**config.mk**
```make
export PLATFORM = sky130hd
export DESIGN_NAME = onewire_master
export DESIGN_NICKNAME = d
export VERILOG_FILES = /design/src/rtl/onewire_master.sv
export SDC_FILE = /design/constraint.sdc
export NUM_CORES = 1
export LEC_CHECK = 0
export CORE_MARGIN = 5
export CORE_UTILIZATION = 55
export CTS_BUF_LIST = sky130_fd_sc_hd__clkbuf_2
export DETAILED_ROUTE_END_ITERATION = 8
export HOLD_SLACK_MARGIN = 0.05
export PLACE_DENSITY = 0.77
export SLEW_MARGIN = 40
export SYNTH_ARGS = -nofsm -noshare
export SYNTH_HDL_FRONTEND = slang
export SYNTH_SLANG_ARGS = --single-unit
```
**constraint.sdc**
```tcl
create_clock -name clk -period 9.73 [get_ports clk]
set_input_delay 1.4595 -clock clk [delete_from_list [all_inputs] [get_ports clk]]
set_output_delay 1.4595 -clock clk [all_outputs]
set_load 0.02 [all_outputs]
```
**src/rtl/onewire_master.sv**
```systemverilog
// 1-Wire bus initiator: reset/presence, byte write and byte read time slots issued on host command.
// All bus timing is an exact multiple of CLKS_PER_US; DQ is resynchronised before any sampling.
module onewire_master #(
  parameter int CLKS_PER_US = 50
) (
  input  logic       clk,
  input  logic       rst_n,
  input  logic       cmd_valid,
  output logic       cmd_ready,
  input  logic [1:0] cmd_op,
  input  logic [7:0] cmd_data,
  output logic       rsp_valid,
  output logic [7:0] rsp_data,
  output logic       rsp_presence,
  output logic       dq_oe,
  input  logic       dq_i
);

  localparam logic [2:0] S_IDLE     = 3'd0;
  localparam logic [2:0] S_RST_LOW  = 3'd1;
  localparam logic [2:0] S_RST_REL  = 3'd2;
  localparam logic [2:0] S_SLOT_LOW = 3'd3;
  localparam logic [2:0] S_SLOT_REL = 3'd4;
  localparam logic [2:0] S_DONE     = 3'd5;

  localparam logic [1:0] OP_RESET = 2'b00;
  localparam logic [1:0] OP_WRITE = 2'b01;
  localparam logic [1:0] OP_READ  = 2'b10;

  // Phase lengths and sample points, in microseconds.
  localparam logic [9:0] T_RST         = 10'd480;
  localparam logic [9:0] T_PRES_SAMPLE = 10'd70;
  localparam logic [9:0] T_SLOT        = 10'd70;
  localparam logic [9:0] T_W1_LOW      = 10'd6;
  localparam logic [9:0] T_W0_LOW      = 10'd60;
  localparam logic [9:0] T_RD_LOW      = 10'd1;
  localparam logic [9:0] T_RD_SAMPLE   = 10'd14;

  localparam int            PW      = (CLKS_PER_US > 1) ? $clog2(CLKS_PER_US) : 1;
  localparam logic [PW-1:0] PRE_MAX = PW'(CLKS_PER_US - 1);

  logic [2:0]    state_q, state_d;
  logic [PW-1:0] pre_q, pre_d;
  logic [9:0]    us_cnt_q, us_cnt_d;
  logic [2:0]    bit_q, bit_d;
  logic [1:0]    op_q, op_d;
  logic [7:0]    sh_q, sh_d;
  logic          pres_q, pres_d;
  logic          sync1_q, sync2_q;
  logic          dq_oe_q, dq_oe_d;
  logic          cmd_ready_q, cmd_ready_d;
  logic          rsp_valid_q, rsp_valid_d;
  logic [7:0]    rsp_data_q, rsp_data_d;
  logic          rsp_presence_q, rsp_presence_d;

  logic          accept;
  logic          us_tick;
  logic [9:0]    low_len;
  logic [9:0]    phase_len;
  logic          phase_end;
  logic          dq_s;

  assign dq_s = sync2_q;

  always_comb begin
    accept  = cmd_valid && cmd_ready_q;
    us_tick = (pre_q == PRE_MAX);

    // The low part of the slot depends on the bit being written; reads use a short pulse.
    if (op_q == OP_READ) begin
      low_len = T_RD_LOW;
    end else if (sh_q[0]) begin
      low_len = T_W1_LOW;
    end else begin
      low_len = T_W0_LOW;
    end

    case (state_q)
      S_RST_LOW:  phase_len = T_RST;
      S_RST_REL:  phase_len = T_RST;
      S_SLOT_LOW: phase_len = low_len;
      S_SLOT_REL: phase_len = T_SLOT - low_len;
      default:    phase_len = 10'd1;
    endcase

    phase_end = us_tick && (us_cnt_q == phase_len - 10'd1);
  end

  always_comb begin
    state_d = state_q;
    op_d    = op_q;
    sh_d    = sh_q;
    bit_d   = bit_q;
    pres_d  = pres_q;

    case (state_q)
      S_IDLE: begin
        if (accept) begin
          op_d   = cmd_op;
          sh_d   = (cmd_op == OP_WRITE) ? cmd_data : 8'h00;
          bit_d  = 3'd0;
          pres_d = 1'b0;
          case (cmd_op)
            OP_RESET: state_d = S_RST_LOW;
            OP_WRITE: state_d = S_SLOT_LOW;
            OP_READ:  state_d = S_SLOT_LOW;
            default:  state_d = S_DONE;
          endcase
        end
      end

      S_RST_LOW: begin
        if (phase_end) begin
          state_d = S_RST_REL;
        end
      end

      S_RST_REL: begin
        if (us_tick && (us_cnt_q == T_PRES_SAMPLE - 10'd1)) begin
          pres_d = ~dq_s;
        end
        if (phase_end) begin
          state_d = S_DONE;
        end
      end

      S_SLOT_LOW: begin
        if (phase_end) begin
          state_d = S_SLOT_REL;
        end
      end

      S_SLOT_REL: begin
        // us_cnt restarts at release, so the read sample sits T_RD_LOW earlier in this phase.
        if ((op_q == OP_READ) && us_tick &&
            (us_cnt_q == T_RD_SAMPLE - T_RD_LOW - 10'd1)) begin
          sh_d = {dq_s, sh_q[7:1]};
        end
        if (phase_end) begin
          if (op_q == OP_WRITE) begin
            sh_d = {1'b0, sh_q[7:1]};
          end
          bit_d   = bit_q + 3'd1;
          state_d = (bit_q == 3'd7) ? S_DONE : S_SLOT_LOW;
        end
      end

      S_DONE: begin
        state_d = S_IDLE;
      end

      default: begin
        state_d = S_IDLE;
      end
    endcase
  end

  always_comb begin
    if (state_q == S_IDLE || us_tick) begin
      pre_d = '0;
    end else begin
      pre_d = pre_q + PW'(1);
    end

    if (state_d != state_q) begin
      us_cnt_d = 10'd0;
    end else if (us_tick) begin
      us_cnt_d = us_cnt_q + 10'd1;
    end else begin
      us_cnt_d = us_cnt_q;
    end
  end

  // Outputs are registered from the next state so the pad enable never glitches.
  always_comb begin
    dq_oe_d        = (state_d == S_RST_LOW) || (state_d == S_SLOT_LOW);
    cmd_ready_d    = (state_d == S_IDLE);
    rsp_valid_d    = (state_d == S_DONE);
    rsp_data_d     = rsp_data_q;
    rsp_presence_d = rsp_presence_q;
    if (state_d == S_DONE) begin
      rsp_data_d     = (op_d == OP_READ)  ? sh_d   : 8'h00;
      rsp_presence_d = (op_d == OP_RESET) ? pres_d : 1'b0;
    end
  end

  always_ff @(posedge clk) begin
    if (!rst_n) begin
      state_q        <= S_IDLE;
      pre_q          <= '0;
      us_cnt_q       <= 10'd0;
      bit_q          <= 3'd0;
      op_q           <= 2'b11;
      sh_q           <= 8'h00;
      pres_q         <= 1'b0;
      sync1_q        <= 1'b1;
      sync2_q        <= 1'b1;
      dq_oe_q        <= 1'b0;
      cmd_ready_q    <= 1'b0;
      rsp_valid_q    <= 1'b0;
      rsp_data_q     <= 8'h00;
      rsp_presence_q <= 1'b0;
    end else begin
      state_q        <= state_d;
      pre_q          <= pre_d;
      us_cnt_q       <= us_cnt_d;
      bit_q          <= bit_d;
      op_q           <= op_d;
      sh_q           <= sh_d;
      pres_q         <= pres_d;
      sync1_q        <= dq_i;
      sync2_q        <= sync1_q;
      dq_oe_q        <= dq_oe_d;
      cmd_ready_q    <= cmd_ready_d;
      rsp_valid_q    <= rsp_valid_d;
      rsp_data_q     <= rsp_data_d;
      rsp_presence_q <= rsp_presence_d;
    end
  end

  assign dq_oe        = dq_oe_q;
  assign cmd_ready    = cmd_ready_q;
  assign rsp_valid    = rsp_valid_q;
  assign rsp_data     = rsp_data_q;
  assign rsp_presence = rsp_presence_q;

endmodule

```
==> reports/qor.txt <==
status = complete, no violations
RSZ-0062 raised after global routing = false
EDFF count, synth = 0
Achievable Freq = 0.2126 GHz
metal3 WL = 455 um
Worst EP required = 10.09 ns
I/O Buffers = 25
final net count = 372
Worst path max stage delay = 0.90 ns
Die Width = 82.65 um
Worst setup startpoint = state_q[1]
Via density = 6.177
I/O Pins = 26
YS warnings = 0
Max VDD drop = 0.00009875 V
min cycle time layout = 4.703 ns
Hold Buf Count CTS = 0
Bufs on Longest Clock Path = 2
aggregate global-route resource usage = 0.2209
initial antenna violation count = 0
TritonCTS buffer count = 5
routability cong. = 0.8856
Hold Path Depth = 1
Power Density = 139.9 mW/mm^2
Slew HR = 0.4661
largest net degree at the start of global routing = 31
first-pass GRT wire length = 11,670 um
FFs w/ async S/R, synth = 0
post-placement worst setup slack = 5.190 ns
endpoint class of the critical path = flip-flop
final setup fails = 0
CP Launch Type = flip-flop
measured slew at the worst slew-check pin = 0.7998 ns
top sig layer = met4
n_diodes = 0
layout cells sized above 1 = 0.07736
CTS tree = done
CP Cell Sequence = nor2b_1 -> o21ai_0 -> nand2_1 -> ha_1 -> nor2b_1 -> o22ai_1 -> mux2_2 -> a211oi_1 -> nand4_1 -> a31oi_1 -> nand3_2 -> a32o_1
First DRT Iteration DRCs = 276
dpl hpwl = 5059 um
Critical Path End = rsp_data[0]
MaxCap Viol Count = 0
drt pass-1 iters = 6
Initial Util = 0.5683
Reg-to-Reg Start = state_q[1]
Setup WS post-layout = 5.027 ns
clk_skew = 0.004246 ns
register area share after synthesis = 0.3241
cell mode on critical path = nor2b_1
Worst path slowest cell = dfxtp_1
clk sinks = 47
Setup CP Type = flip-flop to flip-flop
post-cts resize count = 0
die area = 0.006831 sq mm
post-synth cell types = 66
Syn Nets = 358
FP Rows = 26
total global routing overflow = 0
Leak Pwr = 1.211 nW
Post-DRT Antenna Nets = 0
top_reg_cell synth = dfxtp_1
Max Slew Vio Count = 0
critical path fanouts, max = 19
worst skew pair latency = 0.43 ns
setup total negative slack = 0 ns
DR WL/cell = 16.68 um
# fillers = 467
die span in y = 82.65 um
critical path arrival = 5.06 ns
Worst R2R End = rsp_data[0]
Core ar. = 0.005107 sq mm
commonest non-fill, non-tap cell in the layout = dfxtp_1
area of the mapped netlist = 0.002903 sq mm
htree depth = 2
setup slack on the worst flop-to-flop path = 5.03 ns
Avg Inst Size Synth = 8.691 sq um
wl on met1 = 3046 um
routed wl met2 = 3319 um
Yosys reg bits = 47
Post-Syn Instances = 334
CTS clk-pin slew, worst paths = 0.23 ns
most frequent cells in the layout = 45 x dfxtp_1, 24 x clkdlybuf4s50_1, 23 x nor3_1, 22 x nor2_1, 18 x nand2_1
final worst path period share = 0.4834
area grow syn2layout = 10.73%
Post-CTS Repair Setup Buffers = 0
via count = 2,588
Final Hold Fails = 0
worst min path class = flip-flop to flip-flop
DRC errors left = 0
worst r2r path cells = 12
Routed WL = 6987 um
root buf cell = clkbuf_2
vias in the first global route = 2,474
[cell usage after synthesis, types with 6 or more instances]
cell / number / area, sq um
nor2b_1: 7 / 43.79
inv_1: 11 / 41.29
a32o_1: 7 / 70.07
clkbuf_1: 7 / 26.28
dfxtp_1: 47 / 940.9
nand3_1: 10 / 50.05
a21oi_1: 15 / 75.07
nand2b_1: 7 / 43.79
nor3_1: 23 / 115.1
nor2_1: 22 / 82.58
buf_2: 8 / 40.04
ha_1: 10 / 125.1
and2_1: 14 / 87.58
xor2_1: 6 / 52.55
mux2i_1: 9 / 90.09
nand4_1: 9 / 56.30
and3_1: 11 / 68.82
nand2_1: 18 / 67.56
xnor2_1: 9 / 78.83
o21ai_0: 9 / 45.04
[area by class of cell]
class	count	area, sq um	share of cell area
multi-input combinational	257	1822	0.5668
sequential	47	943.4	0.2935
timing repair buffer	26	252.7	0.07863
tap	70	87.58	0.02725
clock inverter	3	42.54	0.01323
inverter	11	41.29	0.01285
clock buffer	5	25.02	0.007785
[report_power, final]
group	internal [mW]	leakage (nW)	switching [mW]
combinational	0.0542	0.789	0.0759
sequential	0.199	0.381	0.0119
clock	0.0436	0.0410	0.0647
total	0.297	1.21	0.152
[layer usage]
| metal | up-vias | track usage |
|---|---|---|
| li1 | 1264 | - |
| met1 | 1197 | 0.2840 |
| met2 | 111 | 0.3614 |
| met3 | 16 | 0.04338 |
| met4 | 0 | 0.08987 |
| met5 | - | 0 |
[logic make-up after synthesis]
family | after synthesis | synth area share
fa+ha+maj | 10 | 0.04310
compound gates | 75 | 0.2060
flops | 47 | 0.3241
xor+xnor | 16 | 0.05086
mux | 10 | 0.03491
buf+inv | 30 | 0.05130
simple gates | 146 | 0.2897
[how the worst min path moves through the flow]
| stage | slack, ns | end | startpoint |
|---|---|---|---|
| finish | 0.44 | dq_s | sync1_q |
| global route | 0.47 | dq_s | sync1_q |
| CTS | 0.45 | dq_s | sync1_q |
| detailed placement | 0.40 | dq_s | sync1_q |
| global placement | 0.39 | dq_s | sync1_q |
| floorplan | 0.39 | dq_s | sync1_q |
[state kept, by name, summed over array words and instances, names as in the netlist]
name and flops:
op_q 2, state_q 3, pres_q 1, pre_q 6, us_cnt_q 10, cmd_ready 1
rsp_valid 1, sh_q 8, dq_oe 1, rsp_data 8, bit_q 3, dq_s 1
rsp_presence 1, sync1_q 1
[worst max-delay path, delay by kind of cell (launching register included)]
kind / cells / cell delay [ns]
muxes: 1 / 0.33
adders and majority gates: 1 / 0.34
DFF: 1 / 0.90
and+or+nand+nor: 5 / 1.44
AOI/OAI and AO/OA: 5 / 1.60
[per-stage QoR]
step	utilization	hold slack, ns	instances	area, sq um	power, mW
6_report	0.6293	0.4433	419	3214	0.4496
5_1_grt	0.6293	0.4701	419	3214	0.4749
4_1_cts	0.6276	0.4454	419	3206	0.4495
3_5_place_dp	0.6144	0.3969	411	3138	0.3411
3_3_place_gp	0.6149	0.3903	411	3141	0.3393
2_1_floorplan	-	0.3863	334	2903	0.3140
No activity file was read; power rests on OpenSTA's default activity.
